`config.mk`:
```
export PLATFORM = sky130hd
export DESIGN_NAME = multi_channel_read_arbiter
export DESIGN_NICKNAME = d
export VERILOG_FILES = /design/src/rtl/multi_channel_read_arbiter.sv
export SDC_FILE = /design/constraint.sdc
export NUM_CORES = 1
export LEC_CHECK = 0
export BUFFER_PORTS_ARGS = -buffer_cell sky130_fd_sc_hd__buf_4
export CORE_ASPECT_RATIO = 0.9
export CORE_MARGIN = 2
export CORE_UTILIZATION = 40
export CTS_CLUSTER_DIAMETER = 30
export CTS_CLUSTER_SIZE = 12
export DETAILED_ROUTE_END_ITERATION = 16
export SLEW_MARGIN = 20
export SYNTH_ARGS = -nofsm -noshare
export SYNTH_HDL_FRONTEND = slang
export SYNTH_SLANG_ARGS = --single-unit
```
`constraint.sdc`:
```
create_clock -name clk -period 3.4 [get_ports clk]
set_input_delay 0.34 -clock clk [delete_from_list [all_inputs] [get_ports clk]]
set_output_delay 0.34 -clock clk [all_outputs]
set_load 0.01 [all_outputs]
```
`src/rtl/multi_channel_read_arbiter.sv`:
```
// rtl/multi_channel_read_arbiter.sv - burst/pause read arbiter draining NUM_CH sample FIFOs into the Ethernet packetiser
module multi_channel_read_arbiter #(
  parameter int NUM_CH    = 4,
  parameter int SEL_W     = $clog2(NUM_CH),
  parameter int BURST_LEN = 1024,
  parameter int PAUSE_LEN = 8192,
  parameter int RR_MODE   = 0,
  parameter int CNT_W     = 16
) (
  input  logic              clk,
  input  logic              rstn,
  input  logic              start,
  input  logic [NUM_CH-1:0] empty,
  input  logic              eth_ready,
  output logic [NUM_CH-1:0] rd_en,
  output logic [SEL_W-1:0]  sel,
  output logic              eth_en,
  output logic              busy,
  output logic              burst_done
);

  // Terminal counts; a zero pause never enters PAUSE, so its terminal value is unused then.
  localparam logic [CNT_W-1:0] BURST_LAST = CNT_W'(BURST_LEN - 1);
  localparam logic [CNT_W-1:0] PAUSE_LAST = CNT_W'((PAUSE_LEN > 0) ? PAUSE_LEN - 1 : 0);
  localparam logic [SEL_W-1:0] LAST_CH    = SEL_W'(NUM_CH - 1);
  localparam logic [SEL_W:0]   NUM_CH_X   = (SEL_W + 1)'(NUM_CH);
  localparam bit               HAS_PAUSE  = (PAUSE_LEN != 0);

  // Parameter legality is rejected at elaboration rather than misbehaving silently.
  generate
    if (NUM_CH < 2) begin : g_bad_num_ch
      $error("multi_channel_read_arbiter: NUM_CH must be >= 2");
    end
    if ((longint'(1) << SEL_W) < longint'(NUM_CH)) begin : g_bad_sel_w
      $error("multi_channel_read_arbiter: SEL_W too narrow for NUM_CH");
    end
    if (BURST_LEN < 1) begin : g_bad_burst
      $error("multi_channel_read_arbiter: BURST_LEN must be >= 1");
    end
    if (PAUSE_LEN < 0) begin : g_bad_pause
      $error("multi_channel_read_arbiter: PAUSE_LEN must be >= 0");
    end
    if ((longint'(BURST_LEN) - 1) >= (longint'(1) << CNT_W) ||
        (longint'(PAUSE_LEN) - 1) >= (longint'(1) << CNT_W)) begin : g_bad_cnt_w
      $error("multi_channel_read_arbiter: CNT_W cannot hold max(BURST_LEN, PAUSE_LEN)-1");
    end
  endgenerate

  typedef enum logic [1:0] {
    S_IDLE  = 2'd0,
    S_READ  = 2'd1,
    S_PAUSE = 2'd2
  } state_t;

  state_t           r_state;
  state_t           w_state_nxt;
  logic [CNT_W-1:0] r_cnt;
  logic [CNT_W-1:0] w_cnt_nxt;
  logic [SEL_W-1:0] r_rr_ptr;
  logic [SEL_W-1:0] w_rr_ptr_nxt;
  logic             r_burst_done;
  logic             w_burst_done_nxt;

  logic [SEL_W-1:0] w_cand;
  logic             w_found;
  logic             w_all_empty;
  logic             w_beat;

  assign w_all_empty = &empty;
  assign w_beat      = (r_state == S_READ) && !w_all_empty && eth_ready;

  // First non-empty channel, scanning from 0 (fixed priority) or from r_rr_ptr with wrap (round-robin).
  always_comb begin : p_cand
    logic [SEL_W:0] idx;
    idx     = '0;
    w_cand  = '0;
    w_found = 1'b0;
    for (int k = 0; k < NUM_CH; k++) begin
      idx = (RR_MODE != 0) ? ({1'b0, r_rr_ptr} + (SEL_W + 1)'(k)) : (SEL_W + 1)'(k);
      if (idx >= NUM_CH_X) begin
        idx = idx - NUM_CH_X;
      end
      if (!w_found && !empty[idx[SEL_W-1:0]]) begin
        w_cand  = idx[SEL_W-1:0];
        w_found = 1'b1;
      end
    end
  end

  // Read strobe and mux address follow the current candidate; nothing is read on stall cycles.
  always_comb begin : p_outputs
    rd_en = '0;
    if (w_beat) begin
      rd_en[w_cand] = 1'b1;
    end
    sel = ((r_state != S_IDLE) && !w_all_empty) ? w_cand : '0;
  end

  assign eth_en     = w_beat;
  assign busy       = (r_state != S_IDLE);
  assign burst_done = r_burst_done;

  // Next-state: an all-empty source set always drops back to IDLE; beats and pause cycles advance the counter.
  always_comb begin : p_next
    w_state_nxt      = r_state;
    w_cnt_nxt        = r_cnt;
    w_rr_ptr_nxt     = r_rr_ptr;
    w_burst_done_nxt = 1'b0;
    case (r_state)
      S_IDLE: begin
        if (start && !w_all_empty) begin
          w_state_nxt = S_READ;
          w_cnt_nxt   = '0;
        end
      end
      S_READ: begin
        if (w_all_empty) begin
          w_state_nxt = S_IDLE;
          w_cnt_nxt   = '0;
        end else if (w_beat) begin
          if (r_cnt == BURST_LAST) begin
            w_cnt_nxt        = '0;
            w_burst_done_nxt = 1'b1;
            w_state_nxt      = HAS_PAUSE ? S_PAUSE : S_READ;
            if (RR_MODE != 0) begin
              w_rr_ptr_nxt = (w_cand == LAST_CH) ? '0 : w_cand + SEL_W'(1);
            end
          end else begin
            w_cnt_nxt = r_cnt + CNT_W'(1);
          end
        end
      end
      S_PAUSE: begin
        if (w_all_empty) begin
          w_state_nxt = S_IDLE;
          w_cnt_nxt   = '0;
        end else if (r_cnt == PAUSE_LAST) begin
          w_state_nxt = S_READ;
          w_cnt_nxt   = '0;
        end else begin
          w_cnt_nxt = r_cnt + CNT_W'(1);
        end
      end
      default: begin
        w_state_nxt = S_IDLE;
        w_cnt_nxt   = '0;
      end
    endcase
  end

  // State, counter, round-robin pointer and burst_done pulse registers.
  always_ff @(posedge clk or negedge rstn) begin
    if (!rstn) begin
      r_state      <= S_IDLE;
      r_cnt        <= '0;
      r_rr_ptr     <= '0;
      r_burst_done <= 1'b0;
    end else begin
      r_state      <= w_state_nxt;
      r_cnt        <= w_cnt_nxt;
      r_rr_ptr     <= w_rr_ptr_nxt;
      r_burst_done <= w_burst_done_nxt;
    end
  end

endmodule
```
# After elaboration in Yosys (flattened, before gate mapping)
# Index checks and enable logic that the tools add are counted.
# W data, S select, Z words.
dict set report totals {
  output_inout_bits 9
  mem_bits_rw 0
  latch_bits 0
  word_cells 61
  regBits 19
  rom_bits 0
  n_memories 0
}
dict set report op_classes {
  multipliers 0
  eq_ne 8
  div_mod_pow 0
  mux 28
  addsub 1
  reduce_logical 19
  n_shift 0
  bitwise 0
  magnitude_cmp 2
}
# op count
set ops {}
lappend ops {{$mux W16} 6}
lappend ops {{$pmux W16 S3} 1}
lappend ops {{$mux W2} 9}
lappend ops {{$add A16 B1 Y16 const B} 1}
lappend ops {{$eq A16 B10 Y1 const B} 1}
lappend ops {{$eq A16 B13 Y1 const B} 1}
lappend ops {{$mux W1} 9}
lappend ops {{$logic_and A1 B1 Y1} 8}
lappend ops {{$reduce_and A4 Y1} 2}
lappend ops {{$logic_not A1 Y1} 6}
lappend ops {{$ne A3 B3 Y1 const B} 2}
lappend ops {{$pmux W2 S3} 1}
lappend ops {{$mux W4} 1}
lappend ops {{$lt A2 B3 Y1 const B} 1}
lappend ops {{$ne A3 B2 Y1 const B} 1}
lappend ops {{$demux W1 S2} 1}
lappend ops {{$eq A2 B1 Y1 const B} 1}
lappend ops {{$eq A2 B2 Y1 const B} 1}
lappend ops {{$ge A2 B1 Y1 const B} 1}
lappend ops {{$logic_not A2 Y1} 1}
lappend ops {{$ne A2 B2 Y1 const B} 1}
lappend ops {{$reduce_and A2 Y1} 1}
lappend ops {{$reduce_bool A2 Y1} 1}

# Longest topological paths before layout
# Gate-level depths: netlist of run 1.
dict set report depth {
  word_depth 14
  depth_mapped 9
}

# Worst setup path before layout of run 1
# Ideal clock, no wire load.
dict set report synth_path {
  path_kind {reg2reg}
  start {register r_state[0]}
  end {register r_state[0]}
  arrival_time_ps 1677
  setup_slack_ps 1598
  stages_incl_launch_ff 9
  period_less_slack_ps 1802
  required_time_ps 3275
  setup_ps 125
  path_cell_list {dfrtp_1 -> inv_1 -> ha_1 -> inv_1 -> a21oi_2 -> o21bai_1 -> buf_4 -> nor3_2 -> mux2_2}
}
dict set report synth_between {
  elab_chain_len 5
}
# element line
set synth_lines {}
lappend synth_lines {{start, declared} 55} ;# state_t r_state;
lappend synth_lines {{start signal, assigned} 159} ;# r_state <= w_state_nxt;
lappend synth_lines {{$eq A2 B1 Y1} {70, 109}}
lappend synth_lines {{$logic_and A1 B1 Y1 (2 in a row)} 70} ;# assign w_beat = (r_state == S_READ) && !w_all_empty && eth_ready;
lappend synth_lines {{$ne A3 B3 Y1 (no line)} -}
lappend synth_lines {{$reduce_and A4 Y1 (no line)} -}
# Parallel ways exist; a longest one is shown, timed or not.
# A chain may end at the register's enable or synchronous reset.

# Worst setup path in the final report of run 1
dict set report layout_path {
  start {register r_state[1]}
  end {register r_state[0]}
}
# Same word-level chain as after synthesis.

==> summary.md, run 1 <==
## Detailed routing
- 14.6 um — average detailed-routed wire length per instance
- 0 — # DRC
- 0 — number of nets with antenna violations after detailed routing
- 102 — violation count after the first detailed-route iteration
- 2980 um — total wirelength of the detailed-routed design
- 4 — total iterations of the first detailed-routing run
- 1144 — Via Count
- 5.61 — vias per cell

## Floorplan
- 0.421 — effective utilization at floorplan
- 19 — num rows
- 58.1 um — height of the chip
- 3730 um2 — Die Footprint
- 17 — I/O pins
- 3090 um2 — standard cell core area
- 64.2 um — chip width

## Clock network
- 110 ps — Worst-path clk slew
- 0 — setup bufs post-CTS
- 0 — post-cts resize count
- 300 ps — Clk Latency, worst-skew pair
- 1 — hold buffers post-CTS
- 3 — cts bufs inserted
- 19 — clk sinks
- 2 — largest buffer count on any clock path
- sky130_fd_sc_hd__clkbuf_4 — Root Buffer Master
- built — CTS tree
- 1 — H-tree levels

## Power and ir drop
- 560 nW/um2 — ratio of total power to cell area
- 0.315 — Reg power frac
- 0.138 — clock network power share
- 354 uW — net switching power of the design
- 0.426 — proportion of total power due to net switching
- 476 uW — design internal power
- 0.546 — Comb power frac
- 0.355 mV — largest vdd supply drop
- 0.711 nW — reported leakage power

## Yosys
- sky130_fd_sc_hd__dfrtp_1 (37%), sky130_fd_sc_hd__a22o_1 (6.7%), sky130_fd_sc_hd__nand2_1 (5.5%) — Area contributors post-synth
- 19 — Synth Register Bits
- 0 — EDFF count, synth
- 144 — post-synthesis cell count
- 0.365 — area share of the largest cell type after synthesis
- 1.00 — Async SR Flop Fraction
- 157 — Post-Synthesis Net Count
- 1300 um2 — cell area after synthesis
- 38 — number of different library cells in the post-synthesis netlist
- sky130_fd_sc_hd__dfrtp_1 — leading register cell type out of synthesis
- 0 — Yosys warnings
- sky130_fd_sc_hd__dfrtp_1 — top cell type by total area after synthesis
- 9.05 um2 — Avg Cell Area, Syn
- 0.365 — sequential fraction of the synthesis area
- sky130_fd_sc_hd__dfrtp_1 (19), sky130_fd_sc_hd__nand2_1 (19), sky130_fd_sc_hd__nor2_1 (13) — most numerous cell types in the synthesized netlist

## GRT
- 1080 — vias in the first global route
- 0.174 — global-route usage over all layers
- 20 — largest net degree at the start of global routing
- 0 — antenna violations before repair
- 0 — global-route congestion overflow total
- 5040 um — wire length of the first global-routing pass

## Place
- 1140 ps — pre-CTS setup slack
- 199 — count of placed standard cells including taps
- 0.828 — Routability Congestion
- 16 — number of I/O port buffers
- 2240 um — HPWL after detailed placement

## STA
- no — unrepaired setup endpoints after global routing
- 0 ps — Setup TNS Final
- 0.480 — Max-slew headroom
- 5.33 ps — skew final
- 441 MHz — fmax
- 2270 ps — final critical-path required period
- 0 — final setup violation count
- 1130 ps — setup slack after layout
- 0 — Hold Vio Cnt, Final
- 778 ps — transition at the pin with the smallest max-transition slack
- 0.667 — share of the clock period used by the worst path after layout
- 0 — count of pins over their slew limit

## Critical path
- sky130_fd_sc_hd__o21bai_1 — Max stage delay cell, worst path
- 3590 ps — required time at the worst-slack endpoint
- 2 — total buffers and inverters traversed by the critical path
- 7 — Crit. path cell count
- flop to flop — worst setup path category
- compound AO/OA/AOI/OAI gates — dominant delay contributor by cell family on the critical path
- 650 ps — slowest stage delay, CP
- flop — Critical Path Sink Type
- flop — CP Launch Type
- inv_1 -> ha_1 -> nand2_1 -> o21bai_1 -> buf_4 -> nor3_2 -> mux2_2 — Critical Path, Cell by Cell
- 11 — critical path peak fanout
- 2460 ps — arrival time reported for the critical path endpoint
- 7 — reg2reg path depth

## Run
- 0 — count of maximum capacitance violations

## Worst hold path
- 3 — Min-Delay Path Depth
- primary input to flop — path category of the worst min-delay check

## Final layout
- 176 — net count of the finished layout
- 0.198 — fraction of layout cells with a size suffix above 1
- 204 — count of non-filler cells in the finished layout
- 13.7% — post-synthesis to final-layout area growth
- 0 — Inserted Diodes

## Outcome
- complete, no violations — outcome

state kept, by name, indices dropped and copies added, names as in the netlist:
register    cells
r_state         2
r_cnt          16
burst_done      1
cell type report:
type                            count  area, um2
Clock buffer                        4       26.3
Fill cell                         308       1610
Inverter                            4       15.0
Multi-Input combinational cell    117        774
Sequential cell                    19        475
Tap cell                           42       52.6
Timing Repair Buffer               18        138
through the flow:
stage | hold WS (ps) | util | instance area [um2] | power [mW]
after floorplan | 44.4 | - | 1300 | 0.620
after global placement | 230 | 0.468 | 1450 | 0.714
after detailed placement | 231 | 0.468 | 1450 | 0.718
after CTS | 429 | 0.479 | 1480 | 0.838
after global routing | 433 | 0.479 | 1480 | 0.906
final | 432 | 0.479 | 1480 | 0.830
power by group through the flow:
stage          combinational [mW]  clock (mW)  sequential (mW)
2_1_floorplan               0.357           0            0.263
3_3_place_gp                0.447           0            0.266
3_5_place_dp                0.451           0            0.267
4_1_cts                     0.454       0.122            0.262
5_1_grt                     0.505       0.134            0.267
6_report                    0.453       0.115            0.262
worst paths after layout:
check	from	to	slack, ps
max	r_state[1]	r_state[0]	1130
min	eth_ready	burst_done	430
max reg2reg	r_state[1]	r_state[0]	1130
min reg2reg	r_cnt[1]	r_cnt[1]	500
max in group asynchronous	rstn	r_cnt[14]	2750
min in group asynchronous	rstn	r_cnt[4]	440
placed cells by master, fill, tap and decap left out, drive strengths merged:
| cell | n |
|---|---|
| a221o | 1 |
| o22a | 1 |
| a22o | 10 |
| nand2b | 1 |
| ha | 5 |
| a211oi | 1 |
| buf | 17 |
| nor2 | 13 |
| dfrtp | 19 |
| or2 | 1 |
| o311ai | 1 |
| nor4 | 1 |
| o21ba | 1 |
| and3 | 4 |
| dlygate4sd3 | 1 |
| a21oi | 2 |
| and2 | 2 |
| clkbuf | 4 |
| nor3b | 2 |
| nor2b | 2 |
| mux2 | 2 |
| a21o | 7 |
| or4 | 1 |
| nand3 | 12 |
| o41ai | 1 |
| and4 | 4 |
| or3 | 2 |
| and4b | 1 |
| o22ai | 1 |
| o21ai | 6 |
| nand2 | 19 |
| o21bai | 1 |
| inv | 4 |
| nand4 | 7 |
| nor3 | 5 |
metal layers:
layer | track usage | share of wire
met3 | 0.0427 | 0.027
met5 | 0 | 0
met1 | 0.248 | 0.52
met2 | 0.269 | 0.45
met4 | 0.0395 | 0.0064
kinds of logic after synthesis:
logic type                 share of synthesized area
adders and majority gates                     0.0480
muxes                                         0.0173
DFF                                            0.365
AOI/OAI and AO/OA                              0.204
buffers and inverters                         0.0403
and+or+nand+nor                                0.326
tightest hold or removal path: stages:
cell	delay, ps
sky130_fd_sc_hd__buf_4	130
sky130_fd_sc_hd__nand3_1	150
sky130_fd_sc_hd__nor2_1	80
No activity file was read; power rests on OpenSTA's default activity.
==> run 2: changes to the inputs <==
==> constraint.sdc (replaced) <==
create_clock -name clk -period 2.4 [get_ports clk]
set_input_delay 0.24 -clock clk [delete_from_list [all_inputs] [get_ports clk]]
set_output_delay 0.24 -clock clk [all_outputs]
set_load 0.01 [all_outputs]
==> summary.md, run 2 (same netlist as run 1, synthesis figures left out) <==
## Place
- 16 — number of I/O port buffers
- 387 ps — pre-CTS setup slack
- 0.843 — Routability Congestion
- 2260 um — HPWL after detailed placement

## Critical path
- flop to flop — worst setup path category
- flop — Critical Path Sink Type
- 2640 ps — required time at the worst-slack endpoint
- 8 — reg2reg path depth
- flop — CP Launch Type
- sky130_fd_sc_hd__inv_1 — most frequent cell on the critical path
- inv_1 -> ha_1 -> inv_1 -> a21oi_2 -> o21bai_1 -> buf_4 -> or4_1 -> nand3_1 — Critical Path, Cell by Cell
- r_cnt[15] — capturing point of the worst reg2reg path
- simple AND/OR/NAND/NOR gates — dominant delay contributor by cell family on the critical path
- 2290 ps — arrival time reported for the critical path endpoint
- 3 — total buffers and inverters traversed by the critical path
- sky130_fd_sc_hd__or4_1 — Max stage delay cell, worst path
- 13 — critical path peak fanout
- 510 ps — slowest stage delay, CP
- 350 ps — setup slack of the worst register-to-register path
- r_state[0] — reg-to-reg critical path startpoint

## Final layout
- 311 — fillers
- sky130_fd_sc_hd__nand2_1 (19), sky130_fd_sc_hd__dfrtp_1 (19), sky130_fd_sc_hd__buf_4 (18) — commonest non-fill, non-tap cells in the layout
- 16 — flip-flop count of the largest register after layout
- r_cnt — most flop-heavy register
- 0.202 — fraction of layout cells with a size suffix above 1
- 0 — Inserted Diodes
- 177 — net count of the finished layout
- 14.3% — post-synthesis to final-layout area growth

## STA
- no — unrepaired setup endpoints after global routing
- 0 ps — Setup TNS Final
- 1.48 ps — skew final
- 0 — Hold Vio Cnt, Final
- 568 ps — transition at the pin with the smallest max-transition slack
- 0 — final setup violation count
- 488 MHz — fmax
- 2050 ps — final critical-path required period
- 0.853 — share of the clock period used by the worst path after layout
- 0.620 — Max-slew headroom
- 0 — count of pins over their slew limit
- 353 ps — setup slack after layout

## GRT
- 0 — antenna violations before repair
- 20 — largest net degree at the start of global routing
- 0.262 — met1 Track Usage GR
- 1079 — vias in the first global route
- 0.262 — met2 global-route usage
- 0.176 — global-route usage over all layers
- 5140 um — wire length of the first global-routing pass
- 0.0408 — met3 global-route usage
- 0 — global-route congestion overflow total
- met1 — busiest layer in global routing

## Clock network
- 300 ps — Clk Latency, worst-skew pair
- 19 — clk sinks
- 2 — largest buffer count on any clock path
- 1 — H-tree levels
- built — CTS tree
- 3 — cts bufs inserted
- sky130_fd_sc_hd__clkbuf_4 — Root Buffer Master
- 110 ps — Worst-path clk slew
- 0 — post-cts resize count

## Worst hold path
- primary input to flop — path category of the worst min-delay check
- eth_ready — origin of the worst min-delay path
- burst_done — worst-case hold path end point
- 3 — Min-Delay Path Depth

## Detailed routing
- 0 — # DRC
- 0 — number of nets with antenna violations after detailed routing
- 2950 um — total wirelength of the detailed-routed design
- 4 — total iterations of the first detailed-routing run
- 5.64 — vias per cell
- 1157 — Via Count
- 108 — violation count after the first detailed-route iteration
- 14.4 um — average detailed-routed wire length per instance

## Floorplan
- 0.421 — effective utilization at floorplan
- 3730 um2 — Die Footprint
- 3090 um2 — standard cell core area
- 17 — I/O pins
- 19 — num rows
- 58.1 um — height of the chip
- 64.2 um — chip width

## Power and ir drop
- 0.560 mV — largest vdd supply drop
- 803 nW/um2 — ratio of total power to cell area
- 0.716 nW — reported leakage power

## Run
- 0 — count of maximum capacitance violations

## Outcome
- complete, no violations — outcome

==> run 2: worst register-to-register path: stages (launching register included) <==
cell and delay (ps):
sky130_fd_sc_hd__dfrtp_1 410, sky130_fd_sc_hd__inv_1 80, sky130_fd_sc_hd__ha_1 220, sky130_fd_sc_hd__inv_1 150, sky130_fd_sc_hd__a21oi_2 60, sky130_fd_sc_hd__o21bai_1 230
sky130_fd_sc_hd__buf_4 230, sky130_fd_sc_hd__or4_1 520, sky130_fd_sc_hd__nand3_1 100
==> run 2: power by group <==
part           switching, mW  internal (mW)
logic                  0.385          0.272
registers             0.0245          0.348
clock network          0.101         0.0648
==> run 2: layer usage <==
| layer | routed length, um | vias to the layer above |
|---|---|---|
| li1 | - | 576 |
| met2 | 1360 | 20 |
| met1 | 1470 | 559 |
| met4 | 15 | 0 |
| met3 | 100 | 2 |
| met5 | 0 | - |
==> run 2: metrics by stage <==
stage	util	power (mW)	hold WS, ps	std cells	cell area [um2]
6_report	0.482	1.20	324	205	1490
5_1_grt	0.482	1.31	322	205	1490
4_1_cts	0.482	1.20	310	205	1490
3_5_place_dp	0.470	1.04	133	200	1450
3_3_place_gp	0.470	1.02	128	200	1450
2_1_floorplan	-	0.878	-55.6	144	1300
==> run 2: cell type report <==
class | instances | area (um2) | share of cell area
timing repair buffer | 19 | 145 | 0.0975
sequential | 19 | 475 | 0.319
multi-input combinational | 117 | 774 | 0.520
clock buffer | 4 | 26.3 | 0.0176
inverter | 4 | 15.0 | 0.0101
tap | 42 | 52.6 | 0.0353
==> run 2: timing repair <==
item / in CTS / in global routing
setup endpoints to repair: 0 / 0
endpoints found under the hold margin: 19 / 0
buffers inserted: 0 / 0
hold buffers: 1 / 0
==> run 2: how the worst max path moves through the flow <==
stage / startpoint / end / slack, ps / depth (start not counted)
floorplan: r_state[0] / r_state[0] / 600 / 8
global placement: r_state[0] / r_cnt[15] / 390 / 8
detailed placement: r_cnt[0] / r_cnt[4] / 390 / 6
CTS: r_state[0] / r_cnt[15] / 350 / 8
global route: r_state[0] / r_cnt[15] / 190 / 8
finish: r_state[0] / r_cnt[15] / 350 / 8
==> run 3: changes to the inputs <==
--- a/config.mk
+++ b/config.mk
@@ -8,10 +8,11 @@
 export BUFFER_PORTS_ARGS = -buffer_cell sky130_fd_sc_hd__buf_4
 export CORE_ASPECT_RATIO = 0.9
 export CORE_MARGIN = 2
-export CORE_UTILIZATION = 40
+export CORE_UTILIZATION = 50
 export CTS_CLUSTER_DIAMETER = 30
 export CTS_CLUSTER_SIZE = 12
 export DETAILED_ROUTE_END_ITERATION = 16
+export PLACE_DENSITY = 0.71
 export SLEW_MARGIN = 20
 export SYNTH_ARGS = -nofsm -noshare
 export SYNTH_HDL_FRONTEND = slang
==> summary.md, run 3 (same netlist as run 1, synthesis figures left out) <==
## Outcome
- complete, no violations — outcome

## Power and ir drop
- 800 nW/um2 — ratio of total power to cell area
- 0.423 — proportion of total power due to net switching
- 675 uW — design internal power
- 0.138 — clock network power share
- 0.317 — Reg power frac
- 0.545 — Comb power frac
- 0.711 nW — reported leakage power
- 496 uW — net switching power of the design
- 0.675 mV — largest vdd supply drop

## Clock network
- sky130_fd_sc_hd__clkbuf_4 — Root Buffer Master
- built — CTS tree
- 300 ps — Clk Latency, worst-skew pair
- 3 — cts bufs inserted
- 0 — setup bufs post-CTS
- 110 ps — Worst-path clk slew
- 2 — largest buffer count on any clock path
- 1 — H-tree levels
- 1 — hold buffers post-CTS
- 19 — clk sinks
- 0 — post-cts resize count

## GRT
- 0.200 — global-route usage over all layers
- 20 — largest net degree at the start of global routing
- 1004 — vias in the first global route
- 4630 um — wire length of the first global-routing pass
- 0 — global-route congestion overflow total
- 0 — antenna violations before repair

## Detailed routing
- 110 um — Detail Route met3 WL
- 14.7 um — average detailed-routed wire length per instance
- met4 — highest metal layer used by the detailed router
- 2790 um — total wirelength of the detailed-routed design
- 1460 um — routed length on met1
- 1153 — Via Count
- 6.07 — vias per cell
- 36 — violation count after the first detailed-route iteration
- 4 — total iterations of the first detailed-routing run
- 0 — # DRC
- 1210 um — metal2 WL
- 0 — number of nets with antenna violations after detailed routing

## STA
- 0.858 — share of the clock period used by the worst path after layout
- 0 ps — Setup TNS Final
- 7.66 ps — skew final
- 0 — Hold Vio Cnt, Final
- 604 ps — transition at the pin with the smallest max-transition slack
- no — unrepaired setup endpoints after global routing
- 334 ps — Fin Hold WS
- 0 — count of pins over their slew limit
- 2060 ps — final critical-path required period
- 485 MHz — fmax
- 0 — final setup violation count
- 0.596 — Max-slew headroom

## Place
- 185 — count of placed standard cells including taps
- 2110 um — HPWL after detailed placement
- 0.857 — Routability Congestion
- 1430 um2 — placed instance area
- 16 — number of I/O port buffers

## Final layout
- 0.198 — fraction of layout cells with a size suffix above 1
- 16 — flip-flop count of the largest register after layout
- 0 — Inserted Diodes
- 12.4% — post-synthesis to final-layout area growth
- 176 — net count of the finished layout
- sky130_fd_sc_hd__nand2_1 (19), sky130_fd_sc_hd__dfrtp_1 (19), sky130_fd_sc_hd__buf_4 (17) — commonest non-fill, non-tap cells in the layout
- r_cnt — most flop-heavy register
- 190 — count of non-filler cells in the finished layout
- 1460 um2 — final instance area

## Worst hold path
- primary input to asynchronous set/reset pin — path category of the worst min-delay check

## Floorplan
- 57.8 um — chip width
- 0.528 — effective utilization at floorplan
- 17 — I/O pins
- 52.4 um — height of the chip
- 2470 um2 — standard cell core area
- 3030 um2 — Die Footprint
- 17 — num rows

## Critical path
- 2630 ps — required time at the worst-slack endpoint
- flop to flop — worst setup path category
- 340 ps — setup slack of the worst register-to-register path
- flop — Critical Path Sink Type
- flop — CP Launch Type
- 6 — reg2reg path depth
- 8 — critical path peak fanout
- 2290 ps — arrival time reported for the critical path endpoint
- r_cnt[0] — reg-to-reg critical path startpoint
- r_cnt[2] — capturing point of the worst reg2reg path

## Run
- 0 — count of maximum capacitance violations

run 3: cell types whose count changed in the layout (fill, tap and decap cells not counted), sizes merged:
| cell | change |
|---|---|
| buf | -1 |
run 3: power by group through the flow:
stage | clock network, mW | logic, mW | registers [mW]
4_1_cts | 0.170 | 0.635 | 0.371
3_5_place_dp | 0 | 0.632 | 0.378
2_1_floorplan | 0 | 0.505 | 0.373
3_3_place_gp | 0 | 0.616 | 0.376
6_report | 0.162 | 0.638 | 0.371
5_1_grt | 0.185 | 0.719 | 0.375
run 3: how the worst max path moves through the flow:
stage,slack [ps],startpoint,depth (start not counted),endpoint
6_report,340,r_cnt[0],6,r_cnt[2]
5_1_grt,140,r_state[1],7,r_cnt[4]
4_1_cts,330,r_cnt[0],6,r_cnt[2]
3_5_place_dp,370,r_cnt[0],6,r_cnt[2]
3_3_place_gp,370,r_cnt[0],6,r_cnt[2]
2_1_floorplan,600,r_state[0],8,r_state[0]
run 3: through the flow:
stage	total power [mW]	utilization	setup slack, ps
after global placement	0.992	0.579	368
after global routing	1.28	0.593	136
after CTS	1.18	0.593	334
after detailed placement	1.01	0.579	366
final	1.17	0.593	340
after floorplan	0.878	-	598
run 3: cell type report:
| cell class | count | area, um2 |
|---|---|---|
| fill | 228 | 1000 |
| timing repair buffer | 18 | 138 |
| sequential | 19 | 475 |
| clock buffer | 4 | 26.3 |
| tap | 28 | 35.0 |
| multi-input combinational | 117 | 774 |
| inverter | 4 | 15.0 |
run 3: per-layer routing:
metal	global-route usage	vias to the layer above
met5	0	-
met2	0.286	19
met4	0.0426	0
met3	0.0543	2
li1	-	576
met1	0.297	556
run 3: critical path, stage by stage, from the launching register on:
cell and delay [ps]:
sky130_fd_sc_hd__dfrtp_1 420, sky130_fd_sc_hd__ha_1 250, sky130_fd_sc_hd__nor3b_1 170, sky130_fd_sc_hd__and4_4 220, sky130_fd_sc_hd__o22a_1 220, sky130_fd_sc_hd__nor2_1 470
sky130_fd_sc_hd__a22o_1 250
